### config.mk
export PLATFORM = sky130hd
export DESIGN_NAME = data_transfer_mem
export DESIGN_NICKNAME = d
export VERILOG_FILES = /design/src/rtl/data_transfer_pkg.sv /design/src/rtl/data_transfer_byte_ram.sv /design/src/rtl/data_transfer_mem.sv
export SDC_FILE = /design/constraint.sdc
export NUM_CORES = 2
export LEC_CHECK = 0
export BUFFER_PORTS_ARGS = -buffer_cell sky130_fd_sc_hd__buf_4
export CAP_MARGIN = 0
export CORE_ASPECT_RATIO = 0.8
export CORE_UTILIZATION = 45
export CTS_CLUSTER_SIZE = 20
export DETAILED_ROUTE_END_ITERATION = 7
export SETUP_SLACK_MARGIN = 0.3
export SKIP_LAST_GASP = 1
export SLEW_MARGIN = 20
export SYNTH_ARGS = -nofsm -noshare
export SYNTH_HDL_FRONTEND = slang
export SYNTH_HIERARCHICAL = 1
export SYNTH_SLANG_ARGS = --single-unit
### constraint.sdc
create_clock -name clock -period 6.9 [get_ports clock]
set_clock_uncertainty 0.15 [all_clocks]
set_input_delay 0.345 -clock clock [delete_from_list [all_inputs] [get_ports clock]]
set_output_delay 0.345 -clock clock [all_outputs]
set_load 0.01 [all_outputs]
### src/rtl/data_transfer_pkg.sv
// Shared types and constants for the D-format data transfer memory.
package data_transfer_pkg;

  typedef enum logic [1:0] {
    IDLE   = 2'd0,
    ACCESS = 2'd1,
    RESP   = 2'd2
  } state_t;

  localparam int DWORD_BYTES = 8;

  // 11-bit D-format opcodes.
  localparam logic [10:0] OP_STUR  = 11'b11111000000;
  localparam logic [10:0] OP_LDUR  = 11'b11111000010;
  localparam logic [10:0] OP_STURB = 11'b00111000000;
  localparam logic [10:0] OP_LDURB = 11'b00111000010;

endpackage

### src/rtl/data_transfer_byte_ram.sv
// Single-port byte RAM: synchronous write, asynchronous read, contents not reset.
module data_transfer_byte_ram #(
  parameter int ADDR_W = 8
) (
  input  logic              clock,
  input  logic              i_we,
  input  logic [ADDR_W-1:0] i_addr,
  input  logic [7:0]        i_wdata,
  output logic [7:0]        o_rdata
);

  logic [7:0] r_mem [2**ADDR_W];

  // Byte write on the rising edge when enabled.
  always_ff @(posedge clock) begin
    if (i_we) r_mem[i_addr] <= i_wdata;
  end

  assign o_rdata = r_mem[i_addr];

endmodule

### src/rtl/data_transfer_mem.sv
// Byte-serial data memory responder for LDUR/STUR/LDURB/STURB.
// Optional feature macro: DATA_TRANSFER_BYTE_OPS_EN (byte ops honoured when
// defined; otherwise every request is handled as a doubleword).
//
// state  | meaning
// IDLE   | ready for a request
// ACCESS | one byte per edge at addr+cnt
// RESP   | response held until consumed
module data_transfer_mem
  import data_transfer_pkg::*;
#(
  parameter int ADDR_W = 8
) (
  input  logic        clock,
  input  logic        reset,
  input  logic        req_valid,
  output logic        req_ready,
  input  logic        req_write,
  input  logic        req_byte,
  input  logic [63:0] req_addr,
  input  logic [63:0] req_wdata,
  output logic        rsp_valid,
  input  logic        rsp_ready,
  output logic [63:0] rsp_rdata,
  output logic        rsp_err
);

  state_t            r_state, w_state_nxt;
  logic [2:0]        r_cnt;
  logic              r_write;
  logic              r_byte;
  logic              r_err;
  logic [ADDR_W-1:0] r_addr;
  logic [63:0]       r_wdata;
  logic [63:0]       r_rdata;

  logic              w_req_byte;
  logic              w_accept;
  logic              w_bad;
  logic              w_last;
  logic              w_we;
  logic [ADDR_W-1:0] w_mem_addr;
  logic [7:0]        w_mem_wdata;
  logic [7:0]        w_mem_rdata;

`ifdef DATA_TRANSFER_BYTE_OPS_EN
  assign w_req_byte = req_byte;
`else
  // Port kept for interface compatibility; every request is a doubleword.
  assign w_req_byte = req_byte & 1'b0;
`endif

  assign w_accept = (r_state == IDLE) && req_valid;
  // Misaligned doubleword or any address bit above the memory range.
  assign w_bad    = (!w_req_byte && (req_addr[2:0] != 3'd0)) ||
                    ((req_addr >> ADDR_W) != 64'd0);
  assign w_last   = r_byte ? (r_cnt == 3'd0) : (r_cnt == 3'(DWORD_BYTES - 1));

  assign w_mem_addr  = r_addr + ADDR_W'(r_cnt);
  assign w_mem_wdata = r_wdata[{r_cnt, 3'b000} +: 8];
  assign w_we        = (r_state == ACCESS) && r_write;

  assign req_ready = (r_state == IDLE);
  assign rsp_valid = (r_state == RESP);
  assign rsp_rdata = (r_state == RESP) ? r_rdata : 64'd0;
  assign rsp_err   = (r_state == RESP) && r_err;

  data_transfer_byte_ram #(.ADDR_W(ADDR_W)) u_ram (
    .clock   (clock),
    .i_we    (w_we),
    .i_addr  (w_mem_addr),
    .i_wdata (w_mem_wdata),
    .o_rdata (w_mem_rdata)
  );

  // Next-state selection.
  always_comb begin
    w_state_nxt = r_state;
    case (r_state)
      IDLE:    if (req_valid) w_state_nxt = w_bad ? RESP : ACCESS;
      ACCESS:  if (w_last) w_state_nxt = RESP;
      RESP:    if (rsp_ready) w_state_nxt = IDLE;
      default: w_state_nxt = IDLE;
    endcase
  end

  // State register, request latch, byte counter and load accumulator.
  always_ff @(posedge clock or posedge reset) begin
    if (reset) begin
      r_state <= IDLE;
      r_cnt   <= 3'd0;
      r_write <= 1'b0;
      r_byte  <= 1'b0;
      r_err   <= 1'b0;
      r_addr  <= '0;
      r_wdata <= 64'd0;
      r_rdata <= 64'd0;
    end else begin
      r_state <= w_state_nxt;
      if (w_accept) begin
        r_write <= req_write;
        r_byte  <= w_req_byte;
        r_addr  <= req_addr[ADDR_W-1:0];
        r_wdata <= req_wdata;
        r_rdata <= 64'd0;
        r_err   <= w_bad;
        r_cnt   <= 3'd0;
      end else if (r_state == ACCESS) begin
        if (!r_write) r_rdata[{r_cnt, 3'b000} +: 8] <= w_mem_rdata;
        r_cnt <= w_last ? 3'd0 : r_cnt + 3'd1;
      end
    end
  end

endmodule

## Word level (Yosys, flattened, before mapping)

Memory sizes are Yosys's and may differ from the RTL's.
Cells that the tools add are included.
Widths: inputs -> output; s select.

- Flip-flop bits (word level): 143
- RAM bits: 2,048
- Input bits: 134
- Word-level logic and storage cells: 46
- Memories: 1

Memories:

| memory | words | bits a word | rd ports | clocked after memory_dff | wr ports | RTL line | source |
|---|---|---|---|---|---|---|---|
| u_ram.r_mem | 256 | 8 | 1 | 0 | 1 | data_transfer_byte_ram.sv:12 | `logic [7:0] r_mem [2**ADDR_W];` |

- Add/sub/neg operators: 3
- Eq/ne operators: 7
- Shifts and indexed selects: 3
- Multiplexer cells: 15
- Reduce and logical (&&, ||, !) cells: 10

Operators by type and width:

| cell | count |
|---|---|
| $mux 64 | 4 |
| $bwmux 64 | 1 |
| $reduce_bool 64->1 | 1 |
| $shift 8x8->64 const A | 1 |
| $shiftx 64x7->8 | 1 |
| $shiftx 8x8->64 | 1 |
| $mux 3 | 3 |
| $add 8x3->8 | 1 |
| $mux 2 | 4 |
| $neg 6->8 | 1 |
| $pmux 2 s3 | 1 |
| $ne 2x1->1 const B | 2 |
| $ne 2x2->1 const B | 2 |
| $add 3x1->3 const B | 1 |
| $eq 3x3->1 const B | 1 |
| $logic_and 1x1->1 | 3 |
| $reduce_and 3->1 | 1 |
| $reduce_bool 3->1 | 1 |
| $eq 2x1->1 const B | 1 |
| $eq 2x2->1 const B | 1 |
| $logic_not 2->1 | 1 |
| $mux 1 | 2 |
| $reduce_and 2->1 | 1 |
| $reduce_bool 2->1 | 1 |
| $logic_or 1x1->1 | 1 |

## Depth between registers and ports, before layout

An unclocked memory read counts as a cell.

- Word-level depth: 7
- Depth in mapped cells: 16
- Mapped depth without buffers: 11

## Hierarchy

The synthesis kept the hierarchy.

By module, submodules not included:

| module | times used | cells an instance | area an instance (um^2) |
|---|---|---|---|
| data_transfer_byte_ram | 1 | 3,539 | 78,332.6 |
| data_transfer_mem | 1 | 709 | 6,885.4 |

## Least setup slack after synthesis

No wires, ideal clock.

- Kind: reg2reg
- Start: reg r_cnt[1]
- End: mem u_ram.r_mem[0][0] (data pin)
- Setup time: 0.822 ns
- Data arrival time: 4.386 ns
- Setup slack: 1.542 ns
- Stages on the path, launching flop included: 6
- Buffers on the path: 2
- Period minus slack after synthesis: 5.358 ns
- Cell sequence: dfrtp_1 > buf_2 > buf_1 > mux4_2 > nand2_1 > nand2_1

- Cells in the longest elaborated chain, start to end: 1

RTL lines:

| item | RTL line | source |
|---|---|---|
| from (decl) | data_transfer_mem.sv:29 | `logic [2:0] r_cnt;` |
| from (signal assigned) | data_transfer_mem.sv:110 | `r_cnt <= w_last ? 3'd0 : r_cnt + 3'd1;` |
| $shiftx 64x7->8 | data_transfer_mem.sv:60 | `assign w_mem_wdata = r_wdata[{r_cnt, 3'b000} +: 8];` |
| net w_mem_wdata[0] | data_transfer_mem.sv:43 | `logic [7:0] w_mem_wdata;` |
| to (decl) | data_transfer_byte_ram.sv:12 |  |

The timed path passes the listed nets, and every way through them passes these cells.

## Worst setup path after layout

- Start: reg r_cnt[1]
- End: reg r_rdata[52]

- Cells in the longest elaborated chain, start to end: 7

RTL lines:

| item | RTL line | source |
|---|---|---|
| $add 8x3->8 | data_transfer_mem.sv:59 | `assign w_mem_addr = r_addr + ADDR_W'(r_cnt);` |
| net w_mem_addr[3] | data_transfer_mem.sv:42 | `logic [ADDR_W-1:0] w_mem_addr;` |
| $mem_v2 256x8 | n/a |  |
| net w_mem_rdata[4] | data_transfer_mem.sv:44 | `logic [7:0] w_mem_rdata;` |
| $shiftx 8x8->64 | data_transfer_mem.sv:109 | `if (!r_write) r_rdata[{r_cnt, 3'b000} +: 8] <= w_mem_rdata;` |
| $bwmux 64 | data_transfer_mem.sv:109 |  |
| $mux 64 | data_transfer_mem.sv:109 |  |
| $mux 64 | data_transfer_mem.sv:108 | `end else if (r_state == ACCESS) begin` |
| $mux 64 | data_transfer_mem.sv:100 | `if (w_accept) begin` |
| to (signal, indexed assignment) | data_transfer_mem.sv:109 |  |
| to (decl) | data_transfer_mem.sv:35 | `logic [63:0] r_rdata;` |

The timed path passes the listed nets, and every way through them passes these cells. The select of a mux whose other input is x is not followed.
A chain may end at the register's enable or synchronous reset.

==> metrics.md <==
| Metric | Value |
|---|---|
| Leak | `31.2 nW` |
| Reg2reg end | `r_rdata[52]$_DFFE_PP0P_` |
| Post-Syn Instances | `4248` |
| Syn-to-layout area delta | `14.3%` |
| Pins over their slew limit | `0` |
| Critical Path Start Type | `flip-flop` |
| Hold WS | `0.0987 ns` |
| Net Sw Power | `8.21 mW` |
| Fin crit period | `5.75 ns` |
| 1st-iter DRT viols | `4721` |
| First-pass GRT wire length | `309000 um` |
| Fmax | `174 MHz` |
| CP required | `7.45 ns` |
| Internal power | `22.8 mW` |
| Sequential fraction of the synthesis area | `0.764` |
| Initial Utilization | `0.454` |
| Post-route ant nets | `0` |
| Synthesized cell area | `85200 sq um` |
| Placed Instances | `6859` |
| Power share of the sequential group | `0.495` |
| Via-per-instance ratio | `5.98` |
| Mean post-synth cell area | `20.1 sq um` |
| Post-CTS resize count | `0` |
| DR pass1 iterations | `6` |
| Synth Register Bits | `2191` |
| EDFF count, synth | `2048` |
| H-tree levels | `4` |
| Switch share | `0.264` |
| Area of the multi-input gates | `19000 sq um` |
| Clock root buffer | `clkbuf_16` |
| Drt drc | `0` |
| Comb pwr share | `0.166` |
| Final setup TNS | `0 ns` |
| Routed wire per std cell | `29.6 um` |
| Clock-pin transition on the worst setup and hold timing paths | `0.07 ns` |
| Routability cong. | `0.819` |
| Critical Path End Type | `flip-flop` |
| Number of core rows | `142` |
| # setup viols final | `0` |
| Vias in the first global route | `43068` |
| R2R Path Start | `r_cnt[1]$_DFFE_PP0N_` |
| Largest net degree at the start of global routing | `213` |
| CTS tree | `built` |
| RSZ-0062 raised after global routing | `no` |
| Total wire length | `216000 um` |
| Post-route cell area | `97400 sq um` |
| Hold depth | `4` |
| Place WS | `1.20 ns` |
| Register area | `65100 sq um` |
| Clock tree buffer depth | `3` |
| Initial antenna violation count | `5` |
| Max-Cap Viols | `0` |
| Status | `complete, no violations` |
| DP Wirelength | `129000 um` |
| Post-synth ARST share | `0.0653` |
| CTS Buf Count | `199` |
| Yosys cell types | `50` |
| Synth Net Count | `4394` |
| WHS Endpoint | `r_wdata[23]$_DFFE_PP0P_` |
| Pwr dens | `319 nW/um^2` |
| Top Ports | `201` |
| Worst R2R Setup Slack | `1.15 ns` |
| Endpoints failing hold | `0` |
| Post-CTS Setup Bufs | `0` |
| Post-Layout Cell Count | `7309` |
| Gr usage total | `0.226` |
| Fill cell count | `14791` |
| Port Buf Inserts | `199` |
| Placed inst area | `90400 sq um` |
| Core area | `188000 sq um` |
| Ant diodes | `0` |
| Final worst-path cycle share | `0.834` |
| Relative slew slack | `0.195` |
| Worst Min Path Start | `req_wdata[23]` |
| Worst VDD drop | `0.284 mV` |
| WS Path Type | `flip-flop to flip-flop` |
| NumNets Final | `4770` |
| Via count | `43732` |
| DIE WIDTH | `489 um` |
| Layout cells sized above 1 | `0.252` |
| HP Class | `input pin to flip-flop` |
| Crit-path max FO | `48` |
| CP Data Arrival Time | `6.30 ns` |
| CTS Sinks | `2191` |
| Worst reg2reg path depth | `12` |
| Primary FF master, synth | `edfxtp_1` |
| Worst-Margin Slew | `1.20 ns` |
| Overflow after GRT | `0` |
| Clock latency on the worst-skew pair | `0.84 ns` |
| Total Die Area | `191000 sq um` |
| Synth Warn # | `6` |
| Clock power frac | `0.339` |
| Die height | `391 um` |
| Worst setup margin | `1.15 ns` |
[synthesized netlist by cell type (2+ instances only)]
| library cell | count | area [sq um] |
|---|---|---|
| nor3_2 | 5 | 50.1 |
| a21o_1 | 2 | 15.0 |
| nand2b_1 | 9 | 56.3 |
| o41ai_1 | 32 | 280 |
| o21ai_1 | 8 | 40.0 |
| buf_1 | 31 | 116 |
| nor2_1 | 236 | 886 |
| buf_2 | 49 | 245 |
| mux4_2 | 528 | 11900 |
| nor2b_1 | 9 | 56.3 |
| a22oi_1 | 257 | 1930 |
| nor4_1 | 15 | 93.8 |
| xor2_1 | 4 | 35.0 |
| nor3_1 | 32 | 160 |
| nand4_1 | 11 | 68.8 |
| or3_1 | 2 | 12.5 |
| a211o_1 | 2 | 17.5 |
| nand2_1 | 288 | 1080 |
| clkbuf_1 | 163 | 612 |
| inv_1 | 5 | 18.8 |
| dfrtp_1 | 143 | 3580 |
| a22o_1 | 50 | 438 |
| o211ai_1 | 8 | 60.1 |
| or2_2 | 2 | 12.5 |
| ha_1 | 11 | 138 |
| a21oi_1 | 144 | 721 |
| edfxtp_1 | 2048 | 61500 |
| nand3_1 | 22 | 110 |
| buf_6 | 17 | 191 |
| nor3_4 | 2 | 32.5 |
| xnor2_1 | 2 | 17.5 |
| buf_4 | 16 | 120 |
| o21ai_0 | 10 | 50.1 |
| and2_1 | 69 | 432 |
[what timing repair did]
item / in CTS / in global routing
hold buffers: 81 / 0
endpoints found under the hold margin: 171 / 0
setup endpoints to repair: 0 / 0
[cell families (layout without fill, tap and decap cells)]
family | count (synthesis) | count (layout) | synth area share
adder cells (fa/ha/maj) | 12 | 12 | 0.00185
XOR/XNOR | 6 | 6 | 0.000617
AND/OR/NAND/NOR | 708 | 708 | 0.0364
flip-flops | 2191 | 2191 | 0.764
buffers and inverters | 283 | 824 | 0.0154
AO/OA/AOI/OAI | 520 | 520 | 0.0425
multiplexers | 528 | 528 | 0.140
[through the flow]
step | utilization | power, mW
2_1_floorplan | - | 18.9
3_3_place_gp | 0.482 | 20.7
3_5_place_dp | 0.482 | 20.8
4_1_cts | 0.518 | 31.2
5_1_grt | 0.519 | 32.0
6_report | 0.519 | 31.0
[flip-flops by register name, indices dropped and copies added (netlist names)]
signal and count:
u_ram/r_mem 2048, r_addr 8, r_cnt 3, r_state 2, r_err 1, r_write 1
r_wdata 64, r_rdata 64
[layout make-up]
type                    count  area share
multi-input cells        1774       0.196
repair buffers            451      0.0409
well taps                2520      0.0324
clock inverters           109     0.00811
flip-flops and latches   2191       0.668
inverters                   7    0.000321
clock buffers             257      0.0543
[layout by cell type (no fill, tap or decap), types with 4 or more instances in the layout]
cell	instances
edfxtp_1	2048
mux4_2	528
buf_4	338
nand2_1	279
a22oi_1	257
nor2_1	235
clkbuf_16	202
a21oi_1	144
dfrtp_1	143
dlygate4sd3_1	81
and2_1	68
clkinv_1	55
clkbuf_1	52
a22o_1	50
nor3_1	32
clkinv_2	30
buf_12	28
o41ai_1	26
nand3_1	16
nor4_1	14
nand4_1	11
o21ai_0	10
ha_1	10
bufinv_16	9
o211ai_1	8
o21ai_1	8
nand2_4	8
nand2b_1	7
inv_6	7
nor2b_1	6
nand3_2	6
nor3_2	5
clkinvlp_4	5
o41ai_2	5
xor2_1	4
inv_1	4
[power by group through the flow]
stage | Clock, mW | Sequential, mW | Combinational (mW)
2_1_floorplan | 0 | 15.9 | 3.08
3_3_place_gp | 0 | 15.6 | 5.05
3_5_place_dp | 0 | 15.6 | 5.12
4_1_cts | 10.7 | 15.4 | 5.17
5_1_grt | 11.2 | 15.4 | 5.44
6_report | 10.5 | 15.4 | 5.17
[worst max-delay path by stage]
stage / to / cells after the start / start / slack [ns]
global placement: r_rdata[24]$_DFFE_PP0P_ / 9 / r_cnt[1]$_DFFE_PP0N_ / 1.17
detailed placement: r_rdata[26]$_DFFE_PP0P_ / 9 / r_cnt[0]$_DFFE_PP0N_ / 1.20
CTS: r_rdata[50]$_DFFE_PP0P_ / 9 / r_cnt[0]$_DFFE_PP0N_ / 1.18
floorplan: u_ram/r_mem[0][0]$_DFFE_PP_ / 5 / r_cnt[1]$_DFFE_PP0N_ / 1.54
finish: r_rdata[52]$_DFFE_PP0P_ / 12 / r_cnt[1]$_DFFE_PP0N_ / 1.15
global route: r_rdata[53]$_DFFE_PP0P_ / 9 / r_cnt[0]$_DFFE_PP0N_ / 0.98
[critical path: stages, from the launching register on]
cell and delay (ns):
dfrtp_1 0.58, ha_1 0.30, a21o_1 0.17, a21oi_1 0.28, xnor2_1 0.11, buf_4 0.19, and2_4 0.42, buf_4 0.36
a22oi_1 0.36, a21oi_1 0.21, o41ai_1 1.05, nand4_1 0.91, a22o_1 0.46
[metal layers]
layer / GRT usage / wire, um
met4: 0.0538 / 4690
met2: 0.341 / 99900
met3: 0.0472 / 17600
met1: 0.336 / 93800
met5: 0 / 13
No activity file was read; power rests on OpenSTA's default activity.
